### src/rtl/dm_subword_ctrl_pkg.sv
// Shared encodings for the data-memory sub-word controller.
// Access sizes match the immediate-extension op encodings.
package dm_subword_ctrl_pkg;

    typedef enum logic [1:0] {
        SZ_WORD = 2'b00,
        SZ_HALF = 2'b01,
        SZ_BYTE = 2'b10,
        SZ_RSVD = 2'b11
    } size_e;

    typedef enum logic [1:0] {
        IDLE    = 2'b00,
        LD_WAIT = 2'b01,
        RMW     = 2'b10
    } state_e;

    function automatic logic misaligned(
        input logic [1:0] size,
        input logic [1:0] off
    );
        logic bad;
        unique case (size)
            SZ_WORD: bad = (off != 2'b00);
            SZ_HALF: bad = off[0];
            SZ_BYTE: bad = 1'b0;
            default: bad = 1'b1;
        endcase
        return bad;
    endfunction

endpackage

### src/rtl/dm_subword_ctrl_sw_lane_unit.sv
// Little-endian lane merge for stores and lane extract/extend for loads.
module sw_lane_unit
    import dm_subword_ctrl_pkg::*;
(
    input  logic [31:0] word,
    input  logic [31:0] new_data,
    input  logic [1:0]  offset,
    input  logic [1:0]  size,
    input  logic        sign,
    output logic [31:0] merged,
    output logic [31:0] extracted
);

    logic [31:0] mask;
    logic [31:0] lanes;
    logic [31:0] sh_b;
    logic [31:0] sh_h;
    logic [7:0]  byte_v;
    logic [15:0] half_v;

    always_comb begin
        mask  = 32'hFFFF_FFFF;
        lanes = new_data;
        unique case (size)
            SZ_HALF: begin
                mask  = 32'h0000_FFFF << {offset[1], 4'b0};
                lanes = {2{new_data[15:0]}};
            end
            SZ_BYTE: begin
                mask  = 32'h0000_00FF << {offset, 3'b0};
                lanes = {4{new_data[7:0]}};
            end
            default: ;
        endcase
        merged = (word & ~mask) | (lanes & mask);
    end

    assign sh_b   = word >> {offset, 3'b0};
    assign sh_h   = word >> {offset[1], 4'b0};
    assign byte_v = sh_b[7:0];
    assign half_v = sh_h[15:0];

    always_comb begin
        unique case (size)
            SZ_HALF: extracted = {{16{sign & half_v[15]}}, half_v};
            SZ_BYTE: extracted = {{24{sign & byte_v[7]}}, byte_v};
            default: extracted = word;
        endcase
    end

endmodule

### src/rtl/dm_subword_ctrl.sv
// Data-memory access controller: word stores in one cycle,
// sub-word stores by read-modify-write, loads with lane extension.
module dm_subword_ctrl
    import dm_subword_ctrl_pkg::*;
#(
    parameter int ADDR_W = 10
) (
    input  logic              clk,
    input  logic              reset,
    input  logic              req_valid,
    output logic              req_ready,
    input  logic              req_we,
    input  logic [1:0]        req_size,
    input  logic              req_sign,
    input  logic [31:0]       req_addr,
    input  logic [31:0]       req_wdata,
    output logic [31:0]       rdata,
    output logic              rdata_valid,
    output logic              err,
    output logic              mem_en,
    output logic              mem_we,
    output logic [ADDR_W-1:0] mem_addr,
    output logic [31:0]       mem_wdata,
    input  logic [31:0]       mem_rdata
);

    state_e            state;
    state_e            state_nx;
    logic [ADDR_W+1:0] addr_q;
    logic [1:0]        size_q;
    logic              sign_q;
    logic [31:0]       wdata_q;
    logic              accept;
    logic              bad;
    logic              word_st;
    logic [31:0]       merged;
    logic [31:0]       extracted;
    logic              unused_addr;

    assign unused_addr = ^req_addr[31:ADDR_W+2];

    // Gated by reset so every output drops the instant reset asserts.
    assign req_ready = reset && (state == IDLE);
    assign accept    = req_valid && req_ready;
    assign bad       = misaligned(req_size, req_addr[1:0]);
    assign word_st   = req_we && (req_size == SZ_WORD);

    always_ff @(posedge clk or negedge reset) begin
        if (!reset) state <= IDLE;
        else        state <= state_nx;
    end

    always_comb begin
        state_nx = state;
        unique case (state)
            IDLE: begin
                if (accept && !bad && !word_st)
                    state_nx = req_we ? RMW : LD_WAIT;
            end
            LD_WAIT: state_nx = IDLE;
            RMW:     state_nx = IDLE;
            default: state_nx = IDLE;
        endcase
    end

    always_comb begin
        mem_en    = 1'b0;
        mem_we    = 1'b0;
        mem_wdata = 32'h0;
        mem_addr  = addr_q[ADDR_W+1:2];
        if (reset) begin
            unique case (state)
                IDLE: begin
                    mem_addr = req_addr[ADDR_W+1:2];
                    if (accept && !bad) begin
                        mem_en = 1'b1;
                        if (word_st) begin
                            mem_we    = 1'b1;
                            mem_wdata = req_wdata;
                        end
                    end
                end
                RMW: begin
                    mem_en    = 1'b1;
                    mem_we    = 1'b1;
                    mem_wdata = merged;
                end
                default: ;
            endcase
        end
    end

    always_ff @(posedge clk or negedge reset) begin
        if (!reset) begin
            addr_q  <= '0;
            size_q  <= 2'b00;
            sign_q  <= 1'b0;
            wdata_q <= 32'h0;
        end else if (accept) begin
            addr_q  <= req_addr[ADDR_W+1:0];
            size_q  <= req_size;
            sign_q  <= req_sign;
            wdata_q <= req_wdata;
        end
    end

    always_ff @(posedge clk or negedge reset) begin
        if (!reset) begin
            rdata       <= 32'h0;
            rdata_valid <= 1'b0;
            err         <= 1'b0;
        end else begin
            rdata_valid <= (state == LD_WAIT);
            err         <= accept && bad;
            if (state == LD_WAIT) rdata <= extracted;
        end
    end

    sw_lane_unit u_lane (
        .word      (mem_rdata),
        .new_data  (wdata_q),
        .offset    (addr_q[1:0]),
        .size      (size_q),
        .sign      (sign_q),
        .merged    (merged),
        .extracted (extracted)
    );

endmodule

### config.mk
export PLATFORM = sky130hd
export DESIGN_NAME = dm_subword_ctrl
export DESIGN_NICKNAME = d
export VERILOG_FILES = /design/src/rtl/dm_subword_ctrl_pkg.sv /design/src/rtl/dm_subword_ctrl_sw_lane_unit.sv /design/src/rtl/dm_subword_ctrl.sv
export SDC_FILE = /design/constraint.sdc
export NUM_CORES = 1
export LEC_CHECK = 0
export BUFFER_PORTS_ARGS = -buffer_cell sky130_fd_sc_hd__clkbuf_2
export CORE_UTILIZATION = 25
export DETAILED_ROUTE_END_ITERATION = 10
export HOLD_SLACK_MARGIN = 0.08
export PLACE_DENSITY = 0.47
export SLEW_MARGIN = 25
export SYNTH_ARGS = -nofsm -noshare
export SYNTH_HDL_FRONTEND = slang
export SYNTH_SLANG_ARGS = --single-unit
### constraint.sdc
create_clock -name clk -period 3.78 [get_ports clk]
set_input_delay 0.189 -clock clk [delete_from_list [all_inputs] [get_ports clk]]
set_output_delay 0.189 -clock clk [all_outputs]
set_load 0.005 [all_outputs]
==> results by group <==
Outcome
  • Run status: complete, no violations

Timing
  • Peak Freq: approximately 310 MHz
  • Post-route clock skew: 0.00621 ns
  • Slew at the pin closest to its max-slew limit: roughly 0.87 ns
  • Unrepaired setup endpoints after global routing: false
  • Tightest slew margin relative to the limit: a little over two fifths
  • Count of endpoints failing hold in the final timing report: 0
  • Setup Total Neg Slack: 0 ns
  • Number of setup violations in the final report: 0
  • Minimum clock period after layout: ~3.2 ns
  • Number of max-slew violations in the final report: 0
  • Final clock period utilization by the worst path: between 80% and 90%
  • Slack of the critical path: between 0.5 and 0.6 ns

Worst setup path
  • Data arrival, critical path: 3.04 ns
  • Critical Path End Type: output port
  • Path length in cells of the critical path: 7
  • Critical path peak fanout: 20
  • Cell type of the slowest stage on the worst timing path: a21oi_1
  • Launch instance of the worst register-to-register path: state[1]
  • Top Family by Delay on Critical Path: compound AO/OA/AOI/OAI gates
  • Startpoint type of the worst setup path: register
  • Most repeated library cell on the critical path: a21o_1
  • Critical path start-end classification: reg -> out
  • Number of buffers and inverters on the critical path: 2
  • Slack of the worst reg-to-reg path: roughly 1.0 ns
  • Reg-to-reg critical path endpoint: rdata[27]
  • Worst path max stage delay: 0.67 ns
  • Worst-path cell chain: inv_1, ha_1, a21o_1, a21oi_1, nor2b_1, a21o_1, clkbuf_2
  • Depth of the worst register-to-register path: 6
  • Crit path required time: about 3.6 ns

Yosys
  • Area leader, netlist: dfrtp_1
  • Synth cell types: 40
  • Area fraction of the dominant cell type after synthesis: a little over two fifths
  • Dominant synthesized flop cell: dfrtp_1
  • Cells after synthesis: between 500 and 600
  • FFs w/ async S/R, synth: 100%
  • Cell with the most instances after synthesis: nand2_1
  • Proportion of synthesized chip area in sequential cells: 43.7%
  • Most area-consuming cells after synthesis: dfrtp_1 44%, nand2_1 15%, a221o_1 6.5%
  • Number of nets produced by synthesis: 682
  • Top post-synthesis cells by count: 193 x nand2_1, 83 x dfrtp_1, 40 x o21ai_0
  • Post-synthesis instance area: between 4000 and 5000 sq um
  • Synthesized area per cell: about 8.3 sq um
  • Post-synth EDFFs: 0
  • Number of synthesis warnings: 0
  • Synth Register Bits: 83

Finish
  • Final layout net count: between 800 and 900
  • Layout overhead on the synthesized area: 36.1%
  • Count of antenna diodes in the layout: 0
  • Layout cell share with drive strength beyond 1: between 20% and 30%
  • Fill cell count: 1955

Worst hold path
  • Worst Hold Class: in -> reg
  • Startpoint of the tightest hold check path: req_wdata[12]
  • Hold Path Cell Cnt: 3
  • End point of the most critical hold path: wdata_q[12]

Power
  • Total chip power: 0.00309 W
  • Static leakage: around 3.2 nW
  • Maximum vdd ir drop: approximately 190 uV
  • Total power per unit cell area: around 480 nW/um^2

Drt
  • DRT antenna net count: 0
  • DRC errors left: 0
  • Number of search-and-repair iterations in the first detailed-routing pass: 5
  • Routed via count: ~5100
  • Routed wire length: about 18000 um
  • Avg WL per Cell: approximately 19 um
  • Starting DRT DRC Count: 375
  • Detail-routed via count per cell: 5.12

Floorplanning
  • Count of boundary I/O pins: 182
  • Standard cell core area: 18700 sq um
  • Die boundary height: ~140 um
  • Floorplan die width: between 100 and 150 um
  • Number of rows in the core area: 50
  • Initial cell density of the core: between 20% and 30%
  • Full die area: 19600 sq um

Clocking
  • Quantity of hold-fixing buffers added after cts: 37
  • Worst-skew pair later-pin latency: around 0.35 ns
  • Number of H-tree levels: 3
  • Clock Path Buffers: 2
  • TritonCTS clock tree: built
  • CTS sink count: between 80 and 90
  • CTS buffer count: 9
  • Clock-pin slew on the worst setup and hold paths: 0.06 ns
  • Post CTS Setup Buffer Count: 0
  • Resized Gates After CTS: 0
  • Clk Tree Root Cell: clkbuf_16

Global routing
  • Via count of the first global-routing pass: about 4900
  • Number of antenna violations at the first check in global routing: 0
  • Grt total ovfl: 0
  • Wire length of the first global-routing pass: 28400 um
  • Largest net degree at the start of global routing: 55
  • Total routing resource utilization after global routing: 19.1%

Place
  • Port Buffers: approximately 160
  • Post-detailed-placement half-perimeter wirelength: ~14000 um
  • Worst-case setup slack after placement: slightly below 1 ns
  • Final Wtd Congestion: 0.863

Flow run
  • Max-cap check violation count: 0
-- flip-flops by register name (all words and copies together), names as in the netlist --
name and cells:
rdata 32, wdata_q 32, addr_q 12, size_q 2, state 2, err 1, rdata_valid 1, sign_q 1
-- layout make-up --
cell class              count  area (sq um)  share of cell area, %
flip-flops and latches     83          2080                   32.1
repair buffers            207          1250                   19.3
inverters                   5          18.8                  0.290
clock inverters             6           113                   1.74
clock buffers              10           239                   3.69
multi-input cells         442          2490                   38.4
well taps                 234           293                   4.52
-- layer usage --
layer  vias up  part of all wire [%]  wire [um]  track usage (%)
li1       2382                     -          -                -
met1      2447                    45       8240             25.9
met2       201                    47       8600             29.3
met3        26                   5.9       1090             3.35
met4         0                   2.9        541             8.91
met5         -                     0          0                0
-- how the worst max path moves through the flow --
stage,from,endpoint,slack [ns]
floorplan,size_q[0],mem_wdata[10],1.82
global placement,reset,wdata_q[4],1.06
detailed placement,size_q[1],mem_wdata[8],0.99
CTS,size_q[1],mem_wdata[8],0.60
global route,state[1],mem_wdata[7],0.43
finish,size_q[1],mem_wdata[8],0.55
-- cells in the final DEF (no fill, tap or decap), drive strengths merged, types with 2 or more instances in the layout --
master / netlist / layout
bufinv: 0 / 3
and4: 2 / 2
or2: 2 / 2
nor2: 21 / 21
a21oi: 34 / 34
a31oi: 8 / 8
buf: 12 / 10
nand3: 19 / 19
a22oi: 15 / 15
o32ai: 8 / 8
clkinv: 0 / 3
dfrtp: 83 / 83
clkbuf: 34 / 170
a221o: 31 / 31
and2: 2 / 2
ha: 3 / 3
o21ai: 41 / 41
dlygate4sd3: 0 / 37
nand2b: 3 / 3
inv: 5 / 5
nor2b: 7 / 7
o211ai: 15 / 15
nand2: 193 / 193
mux2: 19 / 19
a21o: 9 / 9
-- worst register-to-register path, stage by stage, from the launching register on --
cell and delay (ns):
dfrtp_1 0.50, nand2b_1 0.23, buf_4 0.26, inv_1 0.56, nand2_1 0.44, a21oi_4 0.52, a21oi_1 0.10
-- metrics by stage --
stage | utilization, % | hold slack (ns) | instance area (sq um) | std cells
2_1_floorplan | - | -0.107 | 4760 | 576
3_3_place_gp | 30.7 | 0.167 | 5750 | 934
3_5_place_dp | 30.7 | 0.169 | 5750 | 934
4_1_cts | 34.6 | 0.0854 | 6470 | 987
5_1_grt | 34.6 | 0.112 | 6470 | 987
6_report | 34.6 | 0.0908 | 6470 | 987
-- where the power goes --
group	switching (W)	internal (W)	total (W)	leakage, nW
registers	0.000143	0.00107	0.00122	1.04
clock network	0.000379	0.000665	0.00104	0.173
logic	0.000470	0.000357	0.000827	1.95
-- cell families (layout without fill, tap and decap cells) --
logic type | after synthesis | in the layout | synth area share (%)
adder cells (fa/ha/maj) | 3 | 3 | 0.789
buffers and inverters | 51 | 228 | 4.47
AND/OR/NAND/NOR | 254 | 254 | 21.9
flip-flops | 83 | 83 | 43.7
AO/OA/AOI/OAI | 165 | 165 | 24.2
multiplexers | 20 | 20 | 4.97
Power figures use the tool's default switching activity.
